File: src/rtl/vred_pkg.sv
// Shared constants, beat tag type and identity helpers for the vector reduction unit.
package vred_pkg;

    localparam int unsigned VRED_OPSEL_W = 3;
    localparam int unsigned VRED_SEW_W   = 2;

    // Reduction operation codes
    localparam logic [VRED_OPSEL_W-1:0] VRED_SUM  = 3'd0;
    localparam logic [VRED_OPSEL_W-1:0] VRED_MINU = 3'd1;
    localparam logic [VRED_OPSEL_W-1:0] VRED_MIN  = 3'd2;
    localparam logic [VRED_OPSEL_W-1:0] VRED_MAXU = 3'd3;
    localparam logic [VRED_OPSEL_W-1:0] VRED_MAX  = 3'd4;
    localparam logic [VRED_OPSEL_W-1:0] VRED_AND  = 3'd5;
    localparam logic [VRED_OPSEL_W-1:0] VRED_OR   = 3'd6;
    localparam logic [VRED_OPSEL_W-1:0] VRED_XOR  = 3'd7;

    // Element width codes
    localparam logic [VRED_SEW_W-1:0] VRED_SEW8  = 2'd0;
    localparam logic [VRED_SEW_W-1:0] VRED_SEW16 = 2'd1;
    localparam logic [VRED_SEW_W-1:0] VRED_SEW32 = 2'd2;
    localparam logic [VRED_SEW_W-1:0] VRED_SEW64 = 2'd3;

    // Control that travels alongside each beat through the pipeline
    typedef struct packed {
        logic                    valid;
        logic                    start;
        logic                    fin;
        logic [VRED_OPSEL_W-1:0] op;
        logic [VRED_SEW_W-1:0]   sew;
    } vred_tag_t;

    // All-ones mask covering one element at the given width
    function automatic logic [63:0] vred_sew_ones(input logic [VRED_SEW_W-1:0] sew);
        logic [63:0] ones;
        case (sew)
            VRED_SEW8:  ones = 64'h0000_0000_0000_00FF;
            VRED_SEW16: ones = 64'h0000_0000_0000_FFFF;
            VRED_SEW32: ones = 64'h0000_0000_FFFF_FFFF;
            default:    ones = 64'hFFFF_FFFF_FFFF_FFFF;
        endcase
        return ones;
    endfunction

    // Identity element of op at the given width, zero-extended to 64 bits
    function automatic logic [63:0] vred_identity(input logic [VRED_OPSEL_W-1:0] op,
                                                  input logic [VRED_SEW_W-1:0]   sew);
        logic [63:0] ones;
        logic [63:0] id;
        ones = vred_sew_ones(sew);
        case (op)
            VRED_AND, VRED_MINU: id = ones;
            VRED_MIN:            id = ones >> 1;             // most-positive signed
            VRED_MAX:            id = ones & ~(ones >> 1);   // most-negative signed
            default:             id = '0;                    // sum, or, xor, maxu
        endcase
        return id;
    endfunction

endpackage

File: src/rtl/vred_lane_op.sv
// Combinational lane-wise reduction op of two WIDTH-bit vectors at a runtime element width.
module vred_lane_op
    import vred_pkg::*;
#(
    parameter int unsigned WIDTH = 64
) (
    input  logic [WIDTH-1:0]        a,
    input  logic [WIDTH-1:0]        b,
    input  logic [VRED_OPSEL_W-1:0] op,
    input  logic [VRED_SEW_W-1:0]   sew,
    output logic [WIDTH-1:0]        y
);

    // One result vector per element width; widths wider than the vector yield zero
    for (genvar s = 0; s < 4; s++) begin : g_sew
        localparam int unsigned EW = 8 << s;
        logic [WIDTH-1:0] r;

        if (EW <= WIDTH) begin : g_on
            for (genvar l = 0; l < WIDTH / EW; l++) begin : g_lane
                logic [EW-1:0] x;
                logic [EW-1:0] z;
                logic [EW-1:0] res;
                logic          lt_u;
                logic          lt_s;

                assign x    = a[l*EW +: EW];
                assign z    = b[l*EW +: EW];
                assign lt_u = x < z;
                assign lt_s = $signed(x) < $signed(z);

                // Per-element operation
                always_comb begin
                    case (op)
                        VRED_SUM:  res = x + z;
                        VRED_MINU: res = lt_u ? x : z;
                        VRED_MIN:  res = lt_s ? x : z;
                        VRED_MAXU: res = lt_u ? z : x;
                        VRED_MAX:  res = lt_s ? z : x;
                        VRED_AND:  res = x & z;
                        VRED_OR:   res = x | z;
                        default:   res = x ^ z;
                    endcase
                end

                assign r[l*EW +: EW] = res;
            end
        end else begin : g_off
            assign r = '0;
        end
    end

    // Pick the result computed at the requested element width
    always_comb begin
        case (sew)
            VRED_SEW8:  y = g_sew[0].r;
            VRED_SEW16: y = g_sew[1].r;
            VRED_SEW32: y = g_sew[2].r;
            default:    y = g_sew[3].r;
        endcase
    end

endmodule

File: src/rtl/vred_reduce_tree.sv
// Multi-beat vector reduction: masked input stage, halving tree, accumulator, output register.
module vred_reduce_tree
    import vred_pkg::*;
#(
    parameter int unsigned DATA_WIDTH  = 64,
    parameter int unsigned ADDR_WIDTH  = 32,
    parameter int unsigned OPSEL_WIDTH = 3,
    parameter int unsigned SEW_WIDTH   = 2,
    parameter int unsigned MASK_WIDTH  = DATA_WIDTH / 8
) (
    input  logic                   clk,
    input  logic                   rst,
    input  logic [DATA_WIDTH-1:0]  in_vec0,
    input  logic [DATA_WIDTH-1:0]  in_vec1,
    input  logic [MASK_WIDTH-1:0]  in_mask,
    input  logic                   in_valid,
    input  logic                   in_start,
    input  logic                   in_end,
    input  logic [OPSEL_WIDTH-1:0] in_opSel,
    input  logic [SEW_WIDTH-1:0]   in_sew,
    input  logic [ADDR_WIDTH-1:0]  in_addr,
    output logic [DATA_WIDTH-1:0]  out_vec,
    output logic [ADDR_WIDTH-1:0]  out_addr,
    output logic                   out_valid
);

    localparam int unsigned LEVELS = $clog2(DATA_WIDTH / 8);

    logic [VRED_OPSEL_W-1:0] in_op;
    logic [VRED_SEW_W-1:0]   in_sew_c;
    logic [63:0]             ident;
    logic [63:0]             ident_pat;
    logic [DATA_WIDTH-1:0]   ident_rep;
    logic [DATA_WIDTH-1:0]   elem_en;
    logic [DATA_WIDTH-1:0]   masked;

    assign in_op    = in_opSel[VRED_OPSEL_W-1:0];
    assign in_sew_c = in_sew[VRED_SEW_W-1:0];

    // Expand element mask bits to a per-bit enable at the current element width
    for (genvar j = 0; j < DATA_WIDTH; j++) begin : g_en
        assign elem_en[j] = (in_sew_c == VRED_SEW8)  ? in_mask[j / 8]  :
                            (in_sew_c == VRED_SEW16) ? in_mask[j / 16] :
                            (in_sew_c == VRED_SEW32) ? in_mask[j / 32] :
                                                       in_mask[j / 64];
    end

    // Replace masked-off elements with the op identity so they cannot affect the result
    always_comb begin
        ident = vred_identity(in_op, in_sew_c);
        case (in_sew_c)
            VRED_SEW8:  ident_pat = {8{ident[7:0]}};
            VRED_SEW16: ident_pat = {4{ident[15:0]}};
            VRED_SEW32: ident_pat = {2{ident[31:0]}};
            default:    ident_pat = ident;
        endcase
        ident_rep = {(DATA_WIDTH / 64){ident_pat}};
        masked    = (in_vec0 & elem_en) | (ident_rep & ~elem_en);
    end

    // Index 0 is the input register, index k the output of tree level k
    vred_tag_t             tag_q  [LEVELS+1];
    logic [DATA_WIDTH-1:0] data_q [LEVELS+1];
    logic [63:0]           seed_q [LEVELS+1];
    logic [ADDR_WIDTH-1:0] addr_q [LEVELS+1];
    logic [DATA_WIDTH-1:0] lvl_out [LEVELS];

    // Tree level k folds the upper half of its input onto the lower half
    for (genvar k = 1; k <= LEVELS; k++) begin : g_level
        localparam int unsigned HW = DATA_WIDTH >> k;
        logic [HW-1:0] comb;
        logic          fits;

        vred_lane_op #(
            .WIDTH (HW)
        ) u_lane_op (
            .a   (data_q[k-1][2*HW-1:HW]),
            .b   (data_q[k-1][HW-1:0]),
            .op  (tag_q[k-1].op),
            .sew (tag_q[k-1].sew),
            .y   (comb)
        );

        // Once the halves are narrower than one element the reduced value is already in place
        assign fits           = (32'd8 << tag_q[k-1].sew) <= HW;
        assign lvl_out[k-1]   = fits ? {{(DATA_WIDTH - HW){1'b0}}, comb} : data_q[k-1];
    end

    // Input capture (bubbles carry cleared tags) and tree pipeline registers
    always_ff @(posedge clk) begin
        if (rst || !in_valid) begin
            tag_q[0]  <= '0;
            data_q[0] <= '0;
            seed_q[0] <= '0;
            addr_q[0] <= '0;
        end else begin
            tag_q[0]  <= '{valid: 1'b1, start: in_start, fin: in_end, op: in_op, sew: in_sew_c};
            data_q[0] <= masked;
            seed_q[0] <= in_vec1[63:0];
            addr_q[0] <= in_addr;
        end
        for (int k = 1; k <= LEVELS; k++) begin
            if (rst) begin
                tag_q[k]  <= '0;
                data_q[k] <= '0;
                seed_q[k] <= '0;
                addr_q[k] <= '0;
            end else begin
                tag_q[k]  <= tag_q[k-1];
                data_q[k] <= lvl_out[k-1];
                seed_q[k] <= seed_q[k-1];
                addr_q[k] <= addr_q[k-1];
            end
        end
    end

    vred_tag_t             last_tag;
    logic [63:0]           tree_res;
    logic [63:0]           acc_q;
    logic [63:0]           acc_a;
    logic [63:0]           acc_res;
    logic                  acc_end_q;
    logic [VRED_SEW_W-1:0] acc_sew_q;
    logic [ADDR_WIDTH-1:0] acc_addr_q;

    assign last_tag = tag_q[LEVELS];
    assign tree_res = data_q[LEVELS][63:0];
    // A start beat folds into its seed, discarding any unfinished reduction
    assign acc_a    = last_tag.start ? seed_q[LEVELS] : acc_q;

    vred_lane_op #(
        .WIDTH (64)
    ) u_acc_op (
        .a   (acc_a),
        .b   (tree_res),
        .op  (last_tag.op),
        .sew (last_tag.sew),
        .y   (acc_res)
    );

    // Accumulate valid beats; bubbles hold the accumulator
    always_ff @(posedge clk) begin
        if (rst) begin
            acc_q      <= '0;
            acc_end_q  <= 1'b0;
            acc_sew_q  <= '0;
            acc_addr_q <= '0;
        end else begin
            acc_end_q  <= last_tag.valid & last_tag.fin;
            acc_sew_q  <= last_tag.sew;
            acc_addr_q <= addr_q[LEVELS];
            if (last_tag.valid) begin
                acc_q <= acc_res;
            end
        end
    end

    logic [DATA_WIDTH-1:0] out_vec_d;

    // Final result trimmed to one element, zero when no reduction completes
    always_comb begin
        out_vec_d = '0;
        if (acc_end_q) begin
            out_vec_d[63:0] = acc_q & vred_sew_ones(acc_sew_q);
        end
    end

    // Output register: one-cycle strobe per completed reduction
    always_ff @(posedge clk) begin
        if (rst) begin
            out_valid <= 1'b0;
            out_vec   <= '0;
            out_addr  <= '0;
        end else begin
            out_valid <= acc_end_q;
            out_vec   <= out_vec_d;
            if (acc_end_q) begin
                out_addr <= acc_addr_q;
            end
        end
    end

endmodule
File: config.mk
export PLATFORM = sky130hd
export DESIGN_NAME = vred_reduce_tree
export DESIGN_NICKNAME = d
export VERILOG_FILES = /design/src/rtl/vred_pkg.sv /design/src/rtl/vred_lane_op.sv /design/src/rtl/vred_reduce_tree.sv
export SDC_FILE = /design/constraint.sdc
export NUM_CORES = 2
export LEC_CHECK = 0
export ABC_AREA = 1
export CAP_MARGIN = 20
export CORE_MARGIN = 1.5
export CORE_UTILIZATION = 40
export CTS_BUF_LIST = sky130_fd_sc_hd__clkbuf_8
export CTS_CLUSTER_SIZE = 24
export DETAILED_ROUTE_END_ITERATION = 8
export DONT_BUFFER_PORTS = 1
export GPL_ROUTABILITY_DRIVEN = 1
export SYNTH_ARGS = -nofsm -noshare
export SYNTH_HDL_FRONTEND = slang
export SYNTH_HIERARCHICAL = 1
export SYNTH_SLANG_ARGS = --single-unit
export TNS_END_PERCENT = 5
File: constraint.sdc
create_clock -name clk -period 5.3 [get_ports clk]
set_input_delay 0.53 -clock clk [delete_from_list [all_inputs] [get_ports clk]]
set_output_delay 0.53 -clock clk [all_outputs]
set_load 0.05 [all_outputs]
# Yosys cells after proc, flatten, opt, wreduce, memory -nomap -nowiden
# Memories as Yosys holds them, arrays and structs flattened. A register that Yosys moved wholly into a read port is not among the register bits.
# Index checks and enable logic that the tools add are counted.
dict set report classes {
  add_sub_neg 26
  multipliers 0
  div_mod_pow 0
  magnitude_cmp 55
  eq_ne 37
  n_shift 3
  n_mux 176
  bitwise 103
  reduce_logical 14
}
# op n
set op_table {}
lappend op_table {{$mux 64} 17}
lappend op_table {{$pmux 64 s3} 5}
lappend op_table {{$pmux 8 s7} 15}
lappend op_table {{$pmux 16 s7} 7}
lappend op_table {{$pmux 32 s7} 3}
lappend op_table {{$mux 8} 65}
lappend op_table {{$mux 32} 16}
lappend op_table {{$mux 16} 28}
lappend op_table {{$pmux 64 s7} 1}
lappend op_table {{$and 64x64->64} 5}
lappend op_table {{$lt 8x8->1} 30}
lappend op_table {{$lt 16x16->1} 14}
lappend op_table {{$lt 32x32->1} 6}
lappend op_table {{$lt 64x64->1} 2}
lappend op_table {{$or 64x64->64} 2}
lappend op_table {{$add 8x8->8} 15}
lappend op_table {{$and 8x8->8} 15}
lappend op_table {{$or 8x8->8} 15}
lappend op_table {{$xor 8x8->8} 15}
lappend op_table {{$add 16x16->16} 7}
lappend op_table {{$and 16x16->16} 7}
lappend op_table {{$or 16x16->16} 7}
lappend op_table {{$xor 16x16->16} 7}
lappend op_table {{$add 32x32->32} 3}
lappend op_table {{other kinds (27)} 107}
dict set report word_totals {
  register_bits 164
  latchBits 0
  mem_bits_rw 672
  romBits 0
  input_bits 178
  output_inout_bits 97
  wordCells 424
  n_memories 4
}
# name depth width read_ports rd_ports_with_merged_regs write_ports line_no
set memory_table {}
lappend memory_table {data_q 4 64 4 0 4 vred_reduce_tree.sv:63} ;# logic [DATA_WIDTH-1:0] data_q [LEVELS+1];
lappend memory_table {seed_q 4 64 4 0 4 vred_reduce_tree.sv:64} ;# logic [63:0] seed_q [LEVELS+1];
lappend memory_table {addr_q 4 32 4 1 4 vred_reduce_tree.sv:65} ;# logic [ADDR_WIDTH-1:0] addr_q [LEVELS+1];
lappend memory_table {tag_q 4 8 4 0 4 vred_reduce_tree.sv:62} ;# vred_tag_t tag_q [LEVELS+1];

# Logic depth before layout (Yosys ltp)
dict set report logic_depth {
  ltp_word 9
  depth_mapped 30
}

# Hierarchy
# The synthesis kept the hierarchy.
# module instances cells_each area_per_inst_um2
set modules_own_cells {}
lappend modules_own_cells {vred_reduce_tree 1 3043 26260.2}
lappend modules_own_cells {{vred_lane_op (u_acc_op)} 1 4498 21770.9}
lappend modules_own_cells {{vred_lane_op (g_level[1].u_lane_op)} 1 2044 10322.4}
lappend modules_own_cells {{vred_lane_op (g_level[2].u_lane_op)} 1 736 3893.7}
lappend modules_own_cells {{vred_lane_op (g_level[3].u_lane_op)} 1 265 1463.9}

# Worst setup path after synthesis
# No wires, ideal clock.
dict set report synth_path {
  kind {register to register}
  startpoint {mem tag_q[3][6] (netlist bit)}
  endpoint {reg acc_q[27]}
  setup_time_ns 0.132
  arrival_ns 3.951
  slack_ns 1.217
  stages_incl_launch_ff 30
  period_less_slack_ns 4.083
  path_cell_list {dfxtp_1 buf_2 buf_2 clkbuf_1 nand2_1 o21ai_0 clkinv_1 ha_1 inv_1 nand2_1 nand2_1 nand2_1 nand2_1 nand2_1 nand2_1 nand2_1 nand2_1 a21oi_2 nand3_4 nand2_4 nand2_1 nand2_2 nand2_4 buf_4 nand2_1 nand2_1 a21oi_1 nor2_1 o21ai_0 a21oi_1}
}
# item line_no
set synth_lines {}
lappend synth_lines {{start, declared} vred_reduce_tree.sv:62}
lappend synth_lines {{end signal, assigned} vred_reduce_tree.sv:153} ;# acc_q <= acc_res;
lappend synth_lines {{end, declared} vred_reduce_tree.sv:119} ;# logic [63:0] acc_q;

==> metrics.log <==
INFO  metric drt-pass1-iter-count = 7
INFO  metric cts_root_buffer = clkbuf_8
INFO  metric drtAntennaViolNets = 0
INFO  metric worst_ep_arrival_time = 5840 ps
INFO  metric max_freq = 196.1 MHz
INFO  metric r2r_start = tag_q[3][6]$_SDFF_PP0_
INFO  metric ys_seq_area_share = 27.27%
INFO  metric final_period_minus_worst_setup_slack = 5101 ps
INFO  metric placementRows = 146
INFO  metric dp_worst_setup_slack = 84.16 ps
INFO  metric die-width = 402.1 microns
INFO  metric post_route_cells_drive_above_1_share = 7.540%
INFO  metric drt_drc_violations_left = 0
INFO  metric critical_path.reg2reg.endpoint = acc_q[57]$_SDFFE_PP0P_
INFO  metric most-common-layout-cells = 2418 x nand2_1, 1610 x nor2_1, 1455 x inv_1
INFO  metric total_power = 0.02009 W
INFO  metric io-pin-count = 275
INFO  metric dieHeight = 402.1 microns
INFO  metric power_leakage = 33.47 nW
INFO  metric grt_start_max_net_pins = 310
INFO  metric clk_path_buf_depth = 3
INFO  metric crit_end = acc_q[57]$_SDFFE_PP0P_
INFO  metric postSynthAreaPerCell = 6.018 sq um
INFO  metric critical-path-top-cell-by-count = nand2_1
INFO  metric fin_nets = 11440
INFO  metric min_period_over_period = 96.24%
INFO  metric insertion_delay = 960 ps
INFO  metric synth_seq_cells = 868
INFO  metric critical_path.max_stage_delay = 550 ps
INFO  metric grt_overflow_total = 0
INFO  metric detailed_place.area = 67250 sq um
INFO  metric synth-main-ff-cell = dfxtp_1
INFO  metric area_of_all_placed_cells_without_fillers = 73220 sq um
INFO  metric synth_async_sr_flop_share = 0%
INFO  metric worst_hold_path.num_cells = 2
INFO  metric worst_slew_pin_slew = 1400 ps
INFO  metric rsz0062_at_grt = no
INFO  metric synth_edf_count = 0
INFO  metric run_status = finished, final reports clean
INFO  metric floorplan.die_area = 161700 sq um
INFO  metric synth.distinct_cells = 64
INFO  metric drv_cap = 0
INFO  metric synth_warnings = 6
INFO  metric initial_utilization = 40.27%
INFO  metric setup-violations-final = 0
INFO  metric drt_iter0_drc = 9078
INFO  metric ff2ff_path_depth = 26
INFO  metric cp_num_cells = 26
INFO  metric drv_slew = 0
INFO  metric track_usage = 37.90%
INFO  metric timing.critical_path.buf_inv = 5
INFO  metric slowest_stage = dfxtp_4
INFO  metric synth_fp_nets = 11150
INFO  metric vias = 74110
INFO  metric layout.cells.most_common = nand2_1
INFO  metric relSlewSlack = 6.691%
INFO  metric tritoncts.num_buffers = 155
INFO  metric place.port_buffers = 0
INFO  metric final.setup.worst_slack = 199.3 ps
INFO  metric dp.final_hpwl = 235.8 mm
INFO  metric routed_wl = 317.7 mm
INFO  metric worst_setup_path_startpoint = tag_q[3][6]$_SDFF_PP0_
INFO  metric route.detailed.wl_per_inst = 24.31 microns
INFO  metric pwr_density_cell = 274.4 nW/um^2
INFO  metric required = 6040 ps
INFO  metric worst_path_dominant_cell_family = simple AND/OR/NAND/NOR gates
INFO  metric fin_worst_skew = 87.17 ps
INFO  metric vdd_drop_max = 0.2474 mV
INFO  metric crit_type = flip-flop to flip-flop
INFO  metric cts_tree = yes
INFO  metric htreeDepth = 4
INFO  metric cp_max_fo = 27
INFO  metric core-area = 158200 sq um
INFO  metric clk_pin_slew_worst_paths = 60 ps
INFO  metric place.gp.congestion = 1.079
INFO  metric initial_antenna_violation_count = 20
INFO  metric drt-vias-per-instance = 5.669
INFO  metric finalSetupTns = 0 ps
INFO  metric area.growth.synth_to_final = 14.93%
INFO  metric netlist_area = 63710 sq um
INFO  metric regToRegSetupSlack = 200 ps
INFO  metric global_route_wire_length_before_repair = 460.5 mm
INFO  metric post_synth_inst_count = 10590
INFO  metric worstHoldPathType = input pin to flip-flop
INFO  metric clock_sinks = 868
INFO  metric critical_path.endpoint_type = flip-flop
INFO  metric report.final.hold_viol_count = 0
INFO  metric critical_path.startpoint_type = flip-flop
INFO  metric grt_pass1_vias = 69310
## how the worst min path moves through the flow
stage / from / endpoint / slack, ps
4_1_cts: in_mask[5] / data_q[0][42]$_SDFF_PN0_ / 0.8
5_1_grt: in_mask[5] / data_q[0][42]$_SDFF_PN0_ / 50
2_1_floorplan: addr_q[3][0]$_SDFF_PP0_ / acc_addr_q[0]$_SDFF_PP0_ / 390
6_report: in_valid / data_q[0][22]$_SDFF_PN0_ / 90
3_5_place_dp: addr_q[0][8]$_SDFF_PN0_ / addr_q[1][8]$_SDFF_PP0_ / 390
3_3_place_gp: addr_q[3][24]$_SDFF_PP0_ / acc_addr_q[24]$_SDFF_PP0_ / 390
## per-stage QoR
stage | util [%] | hold slack [ps] | cells
after floorplan | - | 388.3 | 10590
after global placement | 42.51 | 388.7 | 12540
after detailed placement | 42.51 | 392.0 | 12540
after CTS | 46.26 | 0.7655 | 13060
after global routing | 46.28 | 50.24 | 13070
final | 46.29 | 92.05 | 13070
## synthesized netlist by cell type, types with 36 or more instances
cell / count / area [sq um]
a21oi_1: 720 / 3603
buf_1: 36 / 135.1
buf_2: 124 / 620.6
buf_4: 46 / 345.3
clkbuf_1: 267 / 1002
dfxtp_1: 868 / 17380
ha_1: 371 / 4642
inv_1: 1425 / 5349
inv_2: 44 / 165.2
nand2_1: 2421 / 9087
nand2_2: 39 / 244.0
nand3_1: 956 / 4785
nand4_1: 137 / 857.1
nor2_1: 1616 / 6066
nor3_1: 126 / 630.6
o211ai_1: 175 / 1314
o21ai_0: 787 / 3939
## repair_timing
item                                    4_1_cts  5_1_grt
setup buffers                                 0        1
hold endpoints to repair                    515        0
endpoints found under the setup margin        0       63
gates resized for setup                       0        9
hold buffers                                245        0
## where the power goes
| part | switching (W) | internal (W) | total (W) | leakage (nW) |
|---|---|---|---|---|
| combinational | 0.00431 | 0.00181 | 0.00612 | 24.5 |
| clock | 0.00311 | 0.00388 | 0.00700 | 1.90 |
| sequential | 0.000273 | 0.00670 | 0.00698 | 7.04 |
## kinds of logic after synthesis
logic type | count (synthesis) | synth area share, %
compound gates | 1890 | 16.30
xor+xnor | 17 | 0.2337
flops | 868 | 27.27
buf+inv | 1980 | 12.35
simple gates | 5445 | 36.09
fa+ha+maj | 386 | 7.757
## metal layers
layer,vias up,share of wire (%),track usage (%)
met5,-,0.022,0
met4,10,6.3,21.89
met3,830,10,8.533
met2,4205,42,56.72
met1,34560,41,49.85
li1,34500,-,-
## sequential cells by signal (all words and copies together), names as in the netlist
signal	cells
out_addr	32
out_vec	64
tag_q	32
data_q	256
acc_q	64
addr_q	128
acc_addr_q	32
seed_q	256
out_valid	1
acc_sew_q	2
acc_end_q	1
## final cells by class
| class | count | area (sq um) |
|---|---|---|
| clock inverters | 89 | 867.1 |
| inverters | 1488 | 5600 |
| clock buffers | 189 | 2601 |
| well taps | 2072 | 2592 |
| repair buffers | 622 | 5580 |
| fillers | 16840 | 84970 |
| diodes | 6 | 15.01 |
| multi-input cells | 7738 | 38590 |
| flip-flops and latches | 868 | 17380 |
(Power assumes the default switching activity.)
